### config.mk
export PLATFORM = sky130hd
export DESIGN_NAME = truth_table_sequencer_flat
export DESIGN_NICKNAME = d
export VERILOG_FILES = /design/src/rtl/truth_table_sequencer_if.sv /design/src/rtl/truth_table_sequencer.sv /design/src/flat_wrapper.sv
export SDC_FILE = /design/constraint.sdc
export NUM_CORES = 1
export LEC_CHECK = 0
export BUFFER_PORTS_ARGS = -buffer_cell sky130_fd_sc_hd__buf_2
export CELL_PAD_IN_SITES_DETAIL_PLACEMENT = 1
export CELL_PAD_IN_SITES_GLOBAL_PLACEMENT = 1
export CORE_MARGIN = 2
export CORE_UTILIZATION = 42
export CTS_CLUSTER_DIAMETER = 150
export CTS_CLUSTER_SIZE = 12
export DETAILED_ROUTE_END_ITERATION = 12
export PLACE_DENSITY_LB_ADDON = 0.08
export SLEW_MARGIN = 20
export SYNTH_ARGS = -nofsm -noshare
export SYNTH_HDL_FRONTEND = slang
export SYNTH_SLANG_ARGS = --single-unit
export TNS_END_PERCENT = 20
### constraint.sdc
create_clock -name clk -period 4.54 [get_ports clk]
set_input_delay 0.227 -clock clk [delete_from_list [all_inputs] [get_ports clk]]
set_output_delay 0.227 -clock clk [all_outputs]
set_load 0.02 [all_outputs]
### src/rtl/truth_table_sequencer_if.sv
// Stimulus/response and result bundle between the truth-table sequencer (master)
// and the lab top level / block under test (slave).
interface truth_table_sequencer_if;
    localparam int unsigned VEC_W  = 3;
    localparam int unsigned CNT_W  = 4;
    localparam int unsigned MASK_W = 8;

    logic              start;
    logic              x_in;
    logic              y_in;
    logic              a;
    logic              b;
    logic              c;
    logic [VEC_W-1:0]  vec_idx;
    logic              busy;
    logic              done;
    logic              pass;
    logic [CNT_W-1:0]  err_count;
    logic [MASK_W-1:0] fail_mask;

    modport master (
        input  start, x_in, y_in,
        output a, b, c, vec_idx, busy, done, pass, err_count, fail_mask
    );

    modport slave (
        output start, x_in, y_in,
        input  a, b, c, vec_idx, busy, done, pass, err_count, fail_mask
    );
endinterface

### src/rtl/truth_table_sequencer.sv
// Sweeps all 8 {a,b,c} vectors into the lab block, compares x/y against a golden table.
// Optional macro TTSEQ_FAIL_STOP_EN: the first mismatching vector ends the sweep early.
module truth_table_sequencer #(
    parameter int unsigned DWELL_CYCLES = 4
) (
    input  logic                          clk,
    input  logic                          rst_n,
    truth_table_sequencer_if.master       bus
);
    localparam int unsigned CNT_W  = 8;
    localparam int unsigned VEC_W  = 3;
    localparam int unsigned ERR_W  = 4;
    localparam int unsigned MASK_W = 8;

    localparam logic [1:0] S_IDLE = 2'd0;
    localparam logic [1:0] S_RUN  = 2'd1;
    localparam logic [1:0] S_DONE = 2'd2;

    localparam logic [CNT_W-1:0] DWELL_LAST = CNT_W'(DWELL_CYCLES - 1);
    localparam logic [VEC_W-1:0] VEC_LAST   = VEC_W'(7);

    logic [1:0]        state_q, state_d;
    logic [CNT_W-1:0]  cnt_q, cnt_d;
    logic [VEC_W-1:0]  vec_q, vec_d;
    logic [VEC_W-1:0]  abc_q, abc_d;
    logic              busy_q, busy_d;
    logic              done_q, done_d;
    logic              pass_q, pass_d;
    logic [ERR_W-1:0]  err_q, err_d;
    logic [MASK_W-1:0] mask_q, mask_d;

    logic x_exp_c;
    logic y_exp_c;
    logic mismatch_c;
    logic sample_c;
    logic stop_c;

    // Golden truth table of the lab block, evaluated for the vector on the pins
    always_comb begin
        x_exp_c    = ~vec_q[0] ^ (vec_q[2] | vec_q[1]);
        y_exp_c    = vec_q[2] & vec_q[1];
        mismatch_c = (bus.x_in != x_exp_c) || (bus.y_in != y_exp_c);
        sample_c   = (cnt_q >= DWELL_LAST);
    end

`ifdef TTSEQ_FAIL_STOP_EN
    assign stop_c = mismatch_c;
`else
    assign stop_c = 1'b0;
`endif

    // State and result registers
    always_ff @(posedge clk) begin
        if (!rst_n) begin
            state_q <= S_IDLE;
            cnt_q   <= '0;
            vec_q   <= '0;
            abc_q   <= '0;
            busy_q  <= 1'b0;
            done_q  <= 1'b0;
            pass_q  <= 1'b0;
            err_q   <= '0;
            mask_q  <= '0;
        end else begin
            state_q <= state_d;
            cnt_q   <= cnt_d;
            vec_q   <= vec_d;
            abc_q   <= abc_d;
            busy_q  <= busy_d;
            done_q  <= done_d;
            pass_q  <= pass_d;
            err_q   <= err_d;
            mask_q  <= mask_d;
        end
    end

    // Next-state and next-output logic
    always_comb begin
        state_d = state_q;
        cnt_d   = cnt_q;
        vec_d   = vec_q;
        pass_d  = pass_q;
        err_d   = err_q;
        mask_d  = mask_q;

        case (state_q)
            S_IDLE: begin
                if (bus.start) begin
                    state_d = S_RUN;
                    cnt_d   = '0;
                    vec_d   = '0;
                    err_d   = '0;
                    mask_d  = '0;
                    pass_d  = 1'b0;
                end
            end

            S_RUN: begin
                if (!sample_c) begin
                    cnt_d = cnt_q + CNT_W'(1);
                end else begin
                    cnt_d = '0;
                    if (mismatch_c) begin
                        mask_d[vec_q] = 1'b1;
                        err_d         = err_q + ERR_W'(1);
                    end
                    // Early stop keeps vec_idx on the failing vector for inspection
                    if (stop_c) begin
                        state_d = S_DONE;
                        pass_d  = (err_d == '0);
                    end else if (vec_q == VEC_LAST) begin
                        state_d = S_DONE;
                        vec_d   = '0;
                        pass_d  = (err_d == '0);
                    end else begin
                        vec_d = vec_q + VEC_W'(1);
                    end
                end
            end

            S_DONE: begin
                state_d = S_IDLE;
            end

            default: begin
                state_d = S_IDLE;
                vec_d   = '0;
            end
        endcase

        // Pins only carry a vector while sweeping; otherwise park at 000
        busy_d = (state_d == S_RUN);
        done_d = (state_d == S_DONE);
        abc_d  = (state_d == S_RUN) ? vec_d : '0;
    end

    assign bus.a         = abc_q[2];
    assign bus.b         = abc_q[1];
    assign bus.c         = abc_q[0];
    assign bus.vec_idx   = vec_q;
    assign bus.busy      = busy_q;
    assign bus.done      = done_q;
    assign bus.pass      = pass_q;
    assign bus.err_count = err_q;
    assign bus.fail_mask = mask_q;

endmodule
### src/flat_wrapper.sv
// flat-port wrapper written by rule: the top's interface ports become plain ports
module truth_table_sequencer_flat 
#(
    parameter int unsigned DWELL_CYCLES = 4
)
  (clk, rst_n, bus_start, bus_x_in, bus_y_in, bus_a, bus_b, bus_c, bus_vec_idx, bus_busy, bus_done, bus_pass, bus_err_count, bus_fail_mask);
  truth_table_sequencer_if bus_i ();
  input  logic clk;
  input  logic rst_n;
  input wire logic [$bits(bus_i.start)-1:0] bus_start;
  input wire logic [$bits(bus_i.x_in)-1:0] bus_x_in;
  input wire logic [$bits(bus_i.y_in)-1:0] bus_y_in;
  output wire logic [$bits(bus_i.a)-1:0] bus_a;
  output wire logic [$bits(bus_i.b)-1:0] bus_b;
  output wire logic [$bits(bus_i.c)-1:0] bus_c;
  output wire logic [$bits(bus_i.vec_idx)-1:0] bus_vec_idx;
  output wire logic [$bits(bus_i.busy)-1:0] bus_busy;
  output wire logic [$bits(bus_i.done)-1:0] bus_done;
  output wire logic [$bits(bus_i.pass)-1:0] bus_pass;
  output wire logic [$bits(bus_i.err_count)-1:0] bus_err_count;
  output wire logic [$bits(bus_i.fail_mask)-1:0] bus_fail_mask;
  assign bus_i.start = bus_start;
  assign bus_i.x_in = bus_x_in;
  assign bus_i.y_in = bus_y_in;
  assign bus_a = bus_i.a;
  assign bus_b = bus_i.b;
  assign bus_c = bus_i.c;
  assign bus_vec_idx = bus_i.vec_idx;
  assign bus_busy = bus_i.busy;
  assign bus_done = bus_i.done;
  assign bus_pass = bus_i.pass;
  assign bus_err_count = bus_i.err_count;
  assign bus_fail_mask = bus_i.fail_mask;
  truth_table_sequencer #(.DWELL_CYCLES(DWELL_CYCLES)) u_core (.clk(clk), .rst_n(rst_n), .bus(bus_i));
endmodule
Word-level counts from Yosys, hierarchy flattened
Index checks and enable logic that the tools add are counted.
{ "word_totals": {"ff_bits": 31, "inputBits": 5, "output_inout_bits": 21, "elab_cells": 67} }
{ "classes": {"n_addsub": 3, "order_cmp": 3, "n_eq_ne": 11, "mux": 26, "bitwise_logic": 5, "reduce_logical": 10} }
{ "ops": {"columns": ["operator", "n"], "rows": [
  ["8-bit two-way mux", 4],
  ["8-bit case mux with 2 select lines", 2],
  ["4-bit two-way mux", 5],
  ["3-bit two-way mux", 3],
  ["3-bit case mux with 3 select lines", 1],
  ["8-bit by 1-bit adder with 8-bit output, second input constant", 1],
  ["8-bit by 2-bit greater-or-equal comparator with 1-bit output, second input constant", 1],
  ["8-bit OR", 1],
  ["4-bit case mux with 2 select lines", 1],
  ["4-bit AND reduction", 2],
  ["2-bit two-way mux", 3],
  ["2-bit by 1-bit inequality test with 1-bit output, second input constant", 3],
  ["4-bit by 1-bit adder with 4-bit output, second input constant", 1],
  ["2-bit by 1-bit equality test with 1-bit output, second input constant", 2],
  ["2-bit equality test, second input constant", 2],
  ["4-bit logical NOT", 1],
  ["3-bit by 4-bit less-than comparator with 1-bit output, second input constant", 1],
  ["1-bit two-way mux", 4],
  ["2-bit case mux with 2 select lines", 1],
  ["2-bit AND reduction", 2],
  ["3-bit by 1-bit adder with 3-bit output, second input constant", 1],
  ["1-bit demux with 3-bit select", 1],
  ["3-bit equality test, second input constant", 1],
  ["3-bit by 1-bit greater-or-equal comparator with 1-bit output, second input constant", 1],
  ["other kinds (12)", 13]
]} }

Depth between registers and ports, before layout
{ "logic_depth": {"word_depth": 11, "mapped_depth": 8, "depth_no_buf": 6} }

Worst setup path after synthesis
Ideal clock, no wire load.
{ "synth_timing": {"path_kind": "register -> register", "startpoint": "register u_core.vec_q[0] (netlist: u_core.bus.vec_idx[0])", "endpoint": "register u_core.mask_q[2] (netlist: u_core.bus.fail_mask[2])", "setup_ns": 0.117, "arrival_time_ns": 1.969, "required_ns": 4.423, "path_slack_ns": 2.453, "path_stages_with_launch": 8, "n_path_buf": 1, "synth_period_minus_slack_ns": 2.087, "cell_sequence": "dfxtp_1 -> inv_1 -> ha_1 -> xor2_1 -> nand3_1 -> and3_1 -> buf_6 -> a32o_1"} }
{ "synth_between": {"elab_chain_len": 8, "word_cells_on_any_way": 15, "cone_classes": "2 x order compare; 2 x eq/ne; 5 x mux; 3 x bitwise; 3 x reduce/logical"} }
{ "synth_rtl": {"columns": ["element", "line_no", "text"], "rows": [
  ["start, declared", "truth_table_sequencer.sv:24", "logic [VEC_W-1:0] vec_q, vec_d;"],
  ["start signal, assigned", "truth_table_sequencer.sv:67", "vec_q <= vec_d;"],
  ["3-bit by 4-bit less-than comparator with 1-bit output (not written as such) / 3-bit by 1-bit greater-or-equal comparator with 1-bit output (equally long branches)", "truth_table_sequencer.sv:104", "mask_d[vec_q] = 1'b1;"],
  ["1-bit logical AND (not written as such)", "truth_table_sequencer.sv:104", null],
  ["1-bit two-way mux (not written as such)", "truth_table_sequencer.sv:104", null],
  ["1-bit demux with 3-bit select", null, null],
  ["8-bit OR (no line)", null, null],
  ["8-bit two-way mux", "truth_table_sequencer.sv:103", "if (mismatch_c) begin"],
  ["8-bit two-way mux", "truth_table_sequencer.sv:99", "if (!sample_c) begin"],
  ["8-bit case mux with 2 select lines", "truth_table_sequencer.sv:86", "case (state_q)"],
  ["end signal, assigned", "truth_table_sequencer.sv:73", "mask_q <= mask_d;"],
  ["end, declared", "truth_table_sequencer.sv:30", "logic [MASK_W-1:0] mask_q, mask_d;"]
]} }
Several ways; a longest one is shown, not always the timed one. The select of a mux whose other input is x is not followed.
A chain may end at the register's enable or synchronous reset.

Worst setup path in the final report
{ "layout_timing": {"startpoint": "register u_core.vec_q[0] (netlist: u_core.bus.vec_idx[0])", "endpoint": "register u_core.mask_q[3] (netlist: u_core.bus.fail_mask[3])"} }
Same word-level chain as after synthesis.

==> impl_metrics.yaml <==
status:
  status: "complete, no violations"
critical_path:
  path_class: "reg -> reg"
  path_max_fanout: 10
  required_ns: 4.76
  cp.arrival_ns: 2.39
  crit_path_end_kind: "flip-flop"
  start_kind: "flip-flop"
routing:
  routed_via_density: 5.55
  routed_wl_mm: 3.44
  num_vias: 1220
  remaining_drc_errors: 0
  first_pass_iters: 4
  drt_iter0_drc: 42
  postRouteAntennaNets: 0
  wl_per_cell_um: 15.6
yosys:
  synth_cells: 148
  synth-seq-area-share: 0.429
  synth_top_area_share: 0.429
  async_flop_share: 0
  yosys-top-cells-count: "31 x dfxtp_1, 16 x nor2_1, 9 x nand2_1"
  yosysMostFrequentCell: "dfxtp_1"
  syn_area_per_cell_sq_um: 9.78
  synth_edf_count: 0
  synth-seq-cells: 31
  syn_area_sq_um: 1450
  yosysTopAreaCell: "dfxtp_1"
  yosys-top-cells-area: "dfxtp_1 43%, ha_1 5.2%, nor2_1 4.1%, a32o_1 3.5%, and3_1 2.6%"
  ys.flop_type: "dfxtp_1"
  synthesis.nets: 159
  synth_warnings: 0
  synth_cell_types: 50
die:
  io_pins: 26
  die_area_sq_um: 3930
  rows: 21
  dieHeight_um: 62.7
  core_sq_um: 3310
  die_w_um: 62.7
  initial_utilization: 0.437
power_and_ir_drop:
  power_density_nw_per_um2: 276
  leakage_nw: 0.727
  ir_drop_mv: 0.131
clocking:
  tritoncts: "done"
  cts_num_sinks: 31
  cts_hold_buf: 0
  cts_root_buf: "clkbuf_4"
  cts.clk_slew.worst_paths_ns: 0.09
  cts_resized: 0
  ctsHtreeMaxLevel: 2
  postCtsSetupBuffers: 0
  cts-buffers-inserted: 5
  clk_path_buf_depth: 2
  clock_latency_ns: 0.33
placed_design:
  port_buffers: 25
  placed_area_sq_um: 1590
  dp_hpwl_mm: 2.62
  gp_congestion: 0.733
run:
  cap_violations: 0
layout:
  nFillCells: 421
  syn_to_final_growth_pct: 12.4
  diodes: 0
  fin_nets: 186
  stdcell_area_sq_um: 1630
  layout-drive-gt1-share: 0.264
timing:
  slew_headroom: 0.654
  final.min_clock_period_ns: 2.18
  drv_slew: 0
  finalCritPeriodShare: 0.480
  hold_viol: 0
  fin_skew_ns: 0.0108
  setup_viol: 0
  max_freq_mhz: 459
  totalNegativeSetupSlack_ns: 0
  grt_setup_unrepaired: "false"
  tightest_slew_ns: 0.518
grt:
  grt_pass1_wl_mm: 6.08
  grt_overflow_total: 0
  grt_use_total: 0.199
  antenna_found_initial: 0
  grt_pass1_vias: 1239
  grt_max_degree: 13
min_path:
  hp-class: "in -> reg"
-- cell families (layout without fill, tap and decap cells) --
kind of cell	count (synthesis)	in the layout	share of synthesized area
and+or+nand+nor	57	57	0.222
AOI/OAI and AO/OA	41	41	0.229
DFF	31	31	0.429
buffers and inverters	9	35	0.0415
adders and majority gates	6	6	0.0519
xor gates and xnor gates	2	2	0.0121
muxes	2	2	0.0147
-- metrics by stage --
| step | power [W] | setup slack, ns | instances | utilization | hold slack (ns) |
|---|---|---|---|---|---|
| after floorplan | 0.000304 | 2.45 | 148 | - | 0.433 |
| after global placement | 0.000312 | 2.48 | 214 | 0.479 | 0.452 |
| after detailed placement | 0.000313 | 2.38 | 214 | 0.479 | 0.456 |
| after CTS | 0.000457 | 2.36 | 220 | 0.491 | 0.264 |
| after global routing | 0.000475 | 2.23 | 220 | 0.491 | 0.287 |
| final | 0.000449 | 2.36 | 220 | 0.491 | 0.272 |
-- registers in the layout (all words and copies together) (netlist names) --
signal                count
u_core.abc_q              3
u_core.bus.busy           1
u_core.bus.done           1
u_core.bus.err_count      4
u_core.bus.fail_mask      8
u_core.bus.pass           1
u_core.bus.vec_idx        3
u_core.cnt_q              8
u_core.state_q            2
-- layout by cell type (no fill, tap or decap), types with 2 or more instances in the layout --
cell type	Yosys	routed
a211oi_1	2	2
a21bo_2	2	2
a21boi_1	2	2
a21o_2	2	2
a21oi_1	5	5
a22o_1	2	2
a22oi_1	3	3
a31oi_1	5	5
a32o_1	5	5
and3_1	6	6
buf_2	0	25
clkbuf_4	1	5
dfxtp_1	31	31
ha_1	6	6
inv_1	4	4
nand2_1	9	9
nand3_1	6	6
nand3b_1	2	2
nor2_1	16	16
nor2b_1	4	4
o211ai_1	3	3
-- worst max-delay path: stages, from the launching register on --
cell and delay [ns]:
dfxtp_1 0.52, inv_1 0.15, ha_1 0.36, xor2_1 0.20
nand3_1 0.23, and3_1 0.33, a32o_1 0.28
-- worst paths after layout --
check | end | from | depth (start not counted) | slack (ns)
worst min-delay path | u_core.bus.fail_mask[6] | rst_n | 3 | 0.27
worst max register to register | u_core.bus.fail_mask[3] | u_core.bus.vec_idx[0] | 6 | 2.36
worst max-delay path | u_core.bus.fail_mask[3] | u_core.bus.vec_idx[0] | 6 | 2.36
worst min register to register | u_core.bus.fail_mask[5] | u_core.bus.fail_mask[5] | 1 | 0.48
-- final cells by class --
type / instances / area, sq um / area share
Tap cell: 46 / 57.6 / 0.0354
Sequential cell: 31 / 621 / 0.382
Inverter: 4 / 15.0 / 0.00923
Timing Repair Buffer: 25 / 125 / 0.0769
Multi-Input combinational cell: 108 / 767 / 0.472
Clock buffer: 6 / 41.3 / 0.0254
-- metal layers --
metal,track usage,share of wire,vias up
met5,0,0,-
met4,0.0750,0.017,0
met3,0.0595,0.032,6
met2,0.320,0.47,18
met1,0.250,0.48,595
li1,-,-,601
-- where the power goes --
group / internal (W) / switching (W)
Sequential: 0.000274 / 0.00000276
Clock: 0.0000550 / 0.0000877
Combinational: 0.00000986 / 0.0000198
Total: 0.000339 / 0.000110
Power figures use the tool's default switching activity.
